--- config.mk ---
export PLATFORM = sky130hd
export DESIGN_NAME = scan_mux
export DESIGN_NICKNAME = d
export VERILOG_FILES = /design/src/rtl/scan_mux.sv
export SDC_FILE = /design/constraint.sdc
export NUM_CORES = 1
export LEC_CHECK = 0
export CORE_MARGIN = 2
export CORE_UTILIZATION = 30
export CTS_CLUSTER_DIAMETER = 40
export DETAILED_ROUTE_END_ITERATION = 10
export PLACE_DENSITY = 0.67
export SLEW_MARGIN = 5
export SYNTH_ARGS = -nofsm -noshare
export SYNTH_HDL_FRONTEND = slang
export SYNTH_SLANG_ARGS = --single-unit
--- constraint.sdc ---
create_clock -name clk -period 1.7 [get_ports clk]
set_input_delay 0.34 -clock clk [delete_from_list [all_inputs] [get_ports clk]]
set_output_delay 0.34 -clock clk [all_outputs]
set_load 0.05 [all_outputs]
--- src/rtl/scan_mux.sv ---
// Registered N-channel multiplexer with manual select and auto-scan modes.
// In scan mode an internal channel counter dwells dwell+1 enabled cycles per channel.
module scan_mux #(
    parameter int WIDTH    = 4,
    parameter int CHANNELS = 4,
    parameter int SEL_W    = 2,
    parameter int DWELL_W  = 4
) (
    input  logic                      clk,
    input  logic                      rst,
    input  logic                      en,
    input  logic                      mode,
    input  logic [SEL_W-1:0]          sel,
    input  logic [DWELL_W-1:0]        dwell,
    input  logic [CHANNELS*WIDTH-1:0] din,
    output logic [WIDTH-1:0]          y,
    output logic [SEL_W-1:0]          ch,
    output logic                      valid,
    output logic                      wrap
);

    localparam logic [SEL_W:0]   CH_N    = (SEL_W+1)'(CHANNELS);
    localparam logic [SEL_W-1:0] CH_LAST = SEL_W'(CHANNELS - 1);

    logic [WIDTH-1:0]   y_q,     y_d;
    logic [SEL_W-1:0]   ch_q,    ch_d;
    logic [DWELL_W-1:0] cnt_q,   cnt_d;
    logic               valid_q, valid_d;
    logic               wrap_q,  wrap_d;
    logic [SEL_W-1:0]   nxt;

    function automatic logic [WIDTH-1:0] pick(input logic [CHANNELS*WIDTH-1:0] d,
                                              input logic [SEL_W-1:0]          idx);
        pick = '0;
        for (int k = 0; k < CHANNELS; k++) begin
            if (idx == SEL_W'(k)) pick = d[k*WIDTH +: WIDTH];
        end
    endfunction

    always_comb begin
        nxt     = ch_q;
        cnt_d   = cnt_q;
        wrap_d  = 1'b0;
        y_d     = y_q;
        ch_d    = ch_q;
        valid_d = valid_q;
        if (en) begin
            if (!mode) begin
                // Out-of-range requests keep the current channel.
                if ({1'b0, sel} < CH_N) nxt = sel;
                cnt_d = '0;
            end else if (cnt_q == dwell) begin
                cnt_d = '0;
                if (ch_q == CH_LAST) begin
                    nxt    = '0;
                    wrap_d = 1'b1;
                end else begin
                    nxt = ch_q + SEL_W'(1);
                end
            end else begin
                cnt_d = cnt_q + DWELL_W'(1);
            end
            ch_d    = nxt;
            y_d     = pick(din, nxt);
            valid_d = 1'b1;
        end
    end

    always_ff @(posedge clk or posedge rst) begin
        if (rst) begin
            y_q     <= '0;
            ch_q    <= '0;
            cnt_q   <= '0;
            valid_q <= 1'b0;
            wrap_q  <= 1'b0;
        end else begin
            y_q     <= y_d;
            ch_q    <= ch_d;
            cnt_q   <= cnt_d;
            valid_q <= valid_d;
            wrap_q  <= wrap_d;
        end
    end

    assign y     = y_q;
    assign ch    = ch_q;
    assign valid = valid_q;
    assign wrap  = wrap_q;

endmodule

==> impl_results.md, run 1 <==
- PwrDens: 900.8 nW/µm²
- Setup slack after layout: -53.36 ps
- Hold-fix buffers, CTS: 0
- Pleak: a little under 0.7 nW
- CTS max path bufs: 2
- Seq/Total Area, Yosys: a little over a third
- Clock transition at the registers of the reported paths: roughly 80 ps
- Cts bufs inserted: 3
- Seq cells post-synth: 12
- Crit start category: input pin
- Syn avg cell area: 9.739 µm²
- Clock Latency Late Sink: around 260 ps
- CP required: 1860 ps
- Diode count: 0
- Die X: 57.45 µm
- Final period util: 103.1%
- First-pass GRT wire length: 4043 µm
- Critical Path Fanout Max: 7
- Peak Freq: 570.3 MHz
- Run status: complete, but fails checks
- Cell Area, Placed: 1360 µm²
- Crit-path cells: clkdlybuf4s50_1 > mux2_4 > a41oi_4 > a21o_1 > buf_6 > a211oi_2 > o31ai_1
- Drt first pass iters: 4
- Filler Cells Inserted: 255
- Ys flop type: dfrtp_1
- Remaining Overflow, GRT: 0
- Die Ht: 57.45 µm
- Area of the core: 2734 µm²
- Synth Instances: between 80 and 90
- Total GRT Usage: 16.06%
- Unrepaired setup endpoints after global routing: yes
- Drt wl/cell: 14.17 µm
- Synth Net Count: approximately 120
- Post-layout instance area: 1535 µm²
- CP arrival: approximately 1900 ps
- Final antenna-violating net count: 0
- Cell taking the most area after synthesis: dfrtp_1
- Root Buffer: clkbuf_4
- H-tree depth: 1
- Worst vdd ir: 565.0 µV
- Synth cell types: 27
- Max-slew headroom: around two thirds
- Fin. Hold Viols: 0
- Final Skew: about 1.3 ps
- Antenna violations before repair: 0
- Ys async rst share: 100.0%
- Placer congestion estimate: 0.7389
- Die area: 3301 µm²
- Slew @ Worst Pin: 484.0 ps
- Final hold slack: around 390 ps
- Share of layout cells above drive strength 1: a little under half
- HPWL Detailed: 1936 µm
- Final min period: 1753 ps
- Slowest stage cell, crit path: clkdlybuf4s50_1
- Number of remaining DRC errors: 0
- Most common cell after layout, fill and taps aside: buf_4
- Critical path class: input pin to flip-flop
- Initial DRC count: 13
- Top post-synthesis cells by area: dfrtp_1 (35%), a211oi_1 (14%), xnor2_2 (7.6%)
- Final nets: 177
- Top delay family on crit path: compound AO/OA/AOI/OAI gates
- Critical Path Max Stage Delay: 440 ps
- Max-cap violations: 0
- Vias/cell: 5.073
- Ports: 34
- Ys Warns: 0
- Most frequent cells in the layout: buf_4 (33), clkdlybuf4s50_1 (20), a211oi_2 (13)
- Total power: 1.383 mW
- Failing checks: setup timing
- Synth top area share: 35.04%
- Post-synth EDFFs: 0
- Worst path bufs/invs: 2
- Final WL: 2537 µm
- P&R area growth vs syn: 79.12%
- Pin count of the biggest net entering global routing: 13
- CTS tree: built
- Pre-CTS WS: -492.0 ps
- Crit. End Element: flip-flop
- IO buf count: 33
- Min-Delay Path Class: input pin to async pin
- Vias in the first global route: 890
- Vias: 908
- Starting Density: 31.35%
- Final Max Tran Viols: 0
- Clk sinks: 12
- Final setup vio count: 4
- TNS Setup: -100.6 ps
- Syn Std Cell Area: between 800 and 900 µm²
- Site Rows: 19
==> cell families (layout without fill, tap and decap cells) <==
logic type	after synthesis	count (layout)	synth area share [%]
AO/OA/AOI/OAI	32	32	30.80
AND/OR/NAND/NOR	21	21	11.83
buffers and inverters	14	74	7.883
flip-flops	12	12	35.04
XOR/XNOR	4	4	7.591
multiplexers	3	3	3.941
adder cells (fa/ha/maj)	2	2	2.919
==> per-stage QoR <==
| step | utilization, % | instances |
|---|---|---|
| after floorplan | - | 88 |
| after global routing | 56.16 | 179 |
| final | 56.16 | 179 |
| after global placement | 49.75 | 164 |
| after detailed placement | 49.75 | 164 |
| after CTS | 54.97 | 177 |
==> synth_stat cells (2+ instances only) <==
cell type / number
o2bb2ai_1: 2
nand3_1: 2
buf_6: 2
mux2_2: 3
inv_1: 11
o21ai_0: 2
xnor2_2: 4
nor2_1: 3
nand2_1: 10
dfrtp_1: 12
a211oi_1: 16
a21oi_1: 2
o31ai_1: 4
ha_1: 2
==> where the power goes <==
part	internal (mW)	switching, mW
sequential	0.338	0.0505
clock	0.0907	0.0921
combinational	0.390	0.422
==> timing repair <==
action	4_1_cts	5_1_grt
cloned	0	0
pin swaps	14	6
buffers inserted	9	2
gates resized for setup	15	3
setup endpoints to repair	5	4
==> path summary, 6_finish.rpt <==
path                            slack [ps]  cells past startpoint           endpoint         startpoint
worst max-delay path                   -50                      7   y[0]$_DFFE_PP0P_             sel[0]
worst min-delay path                   390                      2   y[2]$_DFFE_PP0P_                rst
worst max register to register         -40                      7   y[0]$_DFFE_PP0P_  ch[0]$_DFFE_PP0P_
worst min register to register         480                      1  valid$_DFFE_PP0P_  valid$_DFFE_PP0P_
max in group asynchronous              960                      2  ch[1]$_DFFE_PP0P_                rst
min in group clk                       480                      1  valid$_DFFE_PP0P_  valid$_DFFE_PP0P_
==> flip-flops by register name, summed over array words and instances (netlist names) <==
register	count
ch	2
cnt_q	4
valid	1
wrap	1
y	4
==> routing by layer <==
metal	wire length [µm]	vias up	global-route usage, %
met5	0	-	0
met1	969	429	19.75
li1	-	446	-
met4	0	0	2.990
met2	1385	33	28.90
met3	183	0	3.401
==> cell type report <==
cell class,instances,area (µm²),share of cell area [%]
clock buffer,4,26.28,1.711
inverter,11,41.29,2.689
tap,31,38.79,2.526
timing repair buffer,59,503.0,32.76
sequential,12,302.8,19.72
multi-input combinational,62,623.1,40.59
Note: power is estimated with default switching activity, not from simulation.
==> inputs of run 2 (changes only) <==
--- a/config.mk
+++ b/config.mk
@@ -9,6 +9,7 @@
 export CORE_UTILIZATION = 30
 export CTS_CLUSTER_DIAMETER = 40
 export DETAILED_ROUTE_END_ITERATION = 10
+export HOLD_SLACK_MARGIN = 0.03
 export PLACE_DENSITY = 0.67
 export SLEW_MARGIN = 5
 export SYNTH_ARGS = -nofsm -noshare
==> results of run 2 <==
Final layout, timing and power as in run 1 (identical DEF).
==> inputs of run 3 (changes only) <==
--- a/config.mk
+++ b/config.mk
@@ -11,6 +11,7 @@
 export DETAILED_ROUTE_END_ITERATION = 10
 export HOLD_SLACK_MARGIN = 0.03
 export PLACE_DENSITY = 0.67
+export RECOVER_POWER = 100
 export SLEW_MARGIN = 5
 export SYNTH_ARGS = -nofsm -noshare
 export SYNTH_HDL_FRONTEND = slang
==> impl_results.md, run 3 (synthesized netlist as in run 1, its figures left out) <==
- Peak Freq: 570.5 MHz (was 570.3 MHz)
- Pin count of the biggest net entering global routing: 13 (unchanged)
- Diode count: 0 (unchanged)
- Worst vdd ir: 521.1 µV (was 565.0 µV)
- Slew @ Worst Pin: 591.6 ps (was 484.0 ps)
- Drt first pass iters: 4 (unchanged)
- Final Skew: 1.426 ps (was 1.302 ps)
- Routed length on met1: 1019 µm (was 969 µm)
- Final min period: 1753 ps (about the same)
- Max-cap violations: 0 (unchanged)
- First-pass GRT wire length: 4043 µm (unchanged)
- Site Rows: 19 (unchanged)
- Unrepaired setup endpoints after global routing: yes (unchanged)
- Final WL: 2535 µm (was 2537 µm)
- Run status: complete, but fails checks (unchanged)
- Crit start category: input pin (unchanged)
- Clock transition at the registers of the reported paths: 80 ps (about the same)
- Clock Latency Late Sink: 260 ps (about the same)
- Drt wl/cell: 14.16 µm (was 14.17 µm)
- Max layer used: met3 (unchanged)
- Final Max Tran Viols: 0 (unchanged)
- Most common cell after layout, fill and taps aside: buf_4 (unchanged)
- Die area: 3301 µm² (unchanged)
- Antenna violations before repair: 0 (unchanged)
- Placer congestion estimate: 0.7389 (unchanged)
- Hold-fix buffers, CTS: 0 (unchanged)
- CP required: 1860 ps (about the same)
- Die Ht: 57.45 µm (unchanged)
- Total GRT Usage: 16.06% (unchanged)
- Final Instance Count excl. Fillers: 179 (unchanged)
- Pleak: 0.6548 nW (was 0.6773 nW)
- Cts bufs inserted: 3 (unchanged)
- Critical path class: input pin to flip-flop (unchanged)
- WL met2: 1365 µm (was 1385 µm)
- Vias: 900 (was 908)
- Final setup vio count: 4 (unchanged)
- HPWL Detailed: 1936 µm (unchanged)
- CTS max path bufs: 2 (unchanged)
- Met3 wire len: 150 µm (was 183 µm)
- Final nets: 177 (unchanged)
- Crit. End Element: flip-flop (unchanged)
- Total power: 1.358 mW (was 1.383 mW)
- P&R area growth vs syn: 76.20% (was 79.12%)
- Placed Instances: 164 (unchanged)
- Fin. Hold Viols: 0 (unchanged)
- Final antenna-violating net count: 0 (unchanged)
- Die X: 57.45 µm (unchanged)
- Critical Path Fanout Max: 7 (unchanged)
- CTS tree: built (unchanged)
- Ports: 34 (unchanged)
- PwrDens: 899.3 nW/µm² (was 900.8 nW/µm²)
- Failing checks: setup timing (unchanged)
- Initial DRC count: 10 (was 13)
- Number of remaining DRC errors: 0 (unchanged)
- Vias in the first global route: 890 (unchanged)
- Most frequent cells in the layout: buf_4 (25), clkdlybuf4s50_1 (18), a211oi_2 (13) (was buf_4 (33), clkdlybuf4s50_1 (20), a211oi_2 (13))
- Vias/cell: 5.028 (was 5.073)
- Max-slew headroom: 60.73% (was 67.70%)
- Min-Delay Path Class: flip-flop to flip-flop (was input pin to async pin)
- H-tree depth: 1 (unchanged)
- Final period util: 103.1% (about the same)
- Clk sinks: 12 (unchanged)
- Remaining Overflow, GRT: 0 (unchanged)
- Share of layout cells above drive strength 1: 42.57% (was 46.62%)
- Starting Density: 31.35% (unchanged)
- Setup slack after layout: -52.99 ps (was -53.36 ps)
- Area of the core: 2734 µm² (unchanged)
- IO buf count: 33 (unchanged)
- Root Buffer: clkbuf_4 (unchanged)
- Filler Cells Inserted: 262 (was 255)
- Final hold slack: 473.6 ps (was 386.4 ps)
- CP arrival: 1920 ps (about the same)
==> run 3: cell count changes in the layout (fill, tap and decap cells not counted) <==
cell	previous run	this run
buf_4	33	25
clkbuf_1	1	7
clkdlybuf4s50_1	20	18
dlygate4sd3_1	0	2
clkbuf_2	0	1
clkbuf_4	3	4
==> run 3: critical path: stages <==
cell             delay [ps]
clkdlybuf4s50_1         440
mux2_4                  300
a41oi_4                 190
a21o_1                  150
buf_6                   150
a211oi_2                 70
o31ai_1                 270
==> run 3: through the flow <==
stage                     worst slack [ps]  instance area, µm²  utilization, %  setup TNS, ps
after global placement              -414.2                1360           49.75          -2655
after floorplan                     -26.07               924.6               -         -104.3
after global routing                -144.9                1510           55.24         -483.4
final                               -52.99                1510           55.24         -102.2
after CTS                           -35.54                1503           54.97         -104.9
after detailed placement            -492.0                1360           49.75          -3256
==> run 3: what timing repair did <==
action | 4_1_cts | 5_1_grt
buffers inserted | 9 | 2
pin swaps | 14 | 6
gates resized for setup | 15 | 3
endpoints found under the setup margin | 5 | 4
==> run 3: path summary, 6_finish.rpt <==
check,slack [ps],end,from,depth (start not counted)
max,-50,y[0]$_DFFE_PP0P_,sel[0],7
min,470,valid$_DFFE_PP0P_,valid$_DFFE_PP0P_,1
max reg2reg,-40,y[0]$_DFFE_PP0P_,ch[0]$_DFFE_PP0P_,7
min reg2reg,470,valid$_DFFE_PP0P_,valid$_DFFE_PP0P_,1
max in group asynchronous,820,ch[1]$_DFFE_PP0P_,rst,2
min in group asynchronous,520,y[2]$_DFFE_PP0P_,rst,2
==> run 3: area by class of cell <==
class	count	area (µm²)	area share (%)
multi-input combinational	62	623.1	41.26
tap	31	38.79	2.568
inverter	11	41.29	2.734
timing repair buffer	59	478.0	31.65
sequential	12	302.8	20.05
clock buffer	4	26.28	1.740
==> run 3: report_power, final <==
part / internal [mW] / switching [mW] / total (mW)
Sequential: 0.338 / 0.0503 / 0.388
Combinational: 0.365 / 0.422 / 0.787
Clock: 0.0907 / 0.0921 / 0.183
==> run 3: metal layers <==
metal | vias to the layer above | global-route usage (%)
li1 | 447 | -
met1 | 428 | 19.75
met2 | 25 | 28.90
met3 | 0 | 3.401
met4 | 0 | 2.990
met5 | - | 0
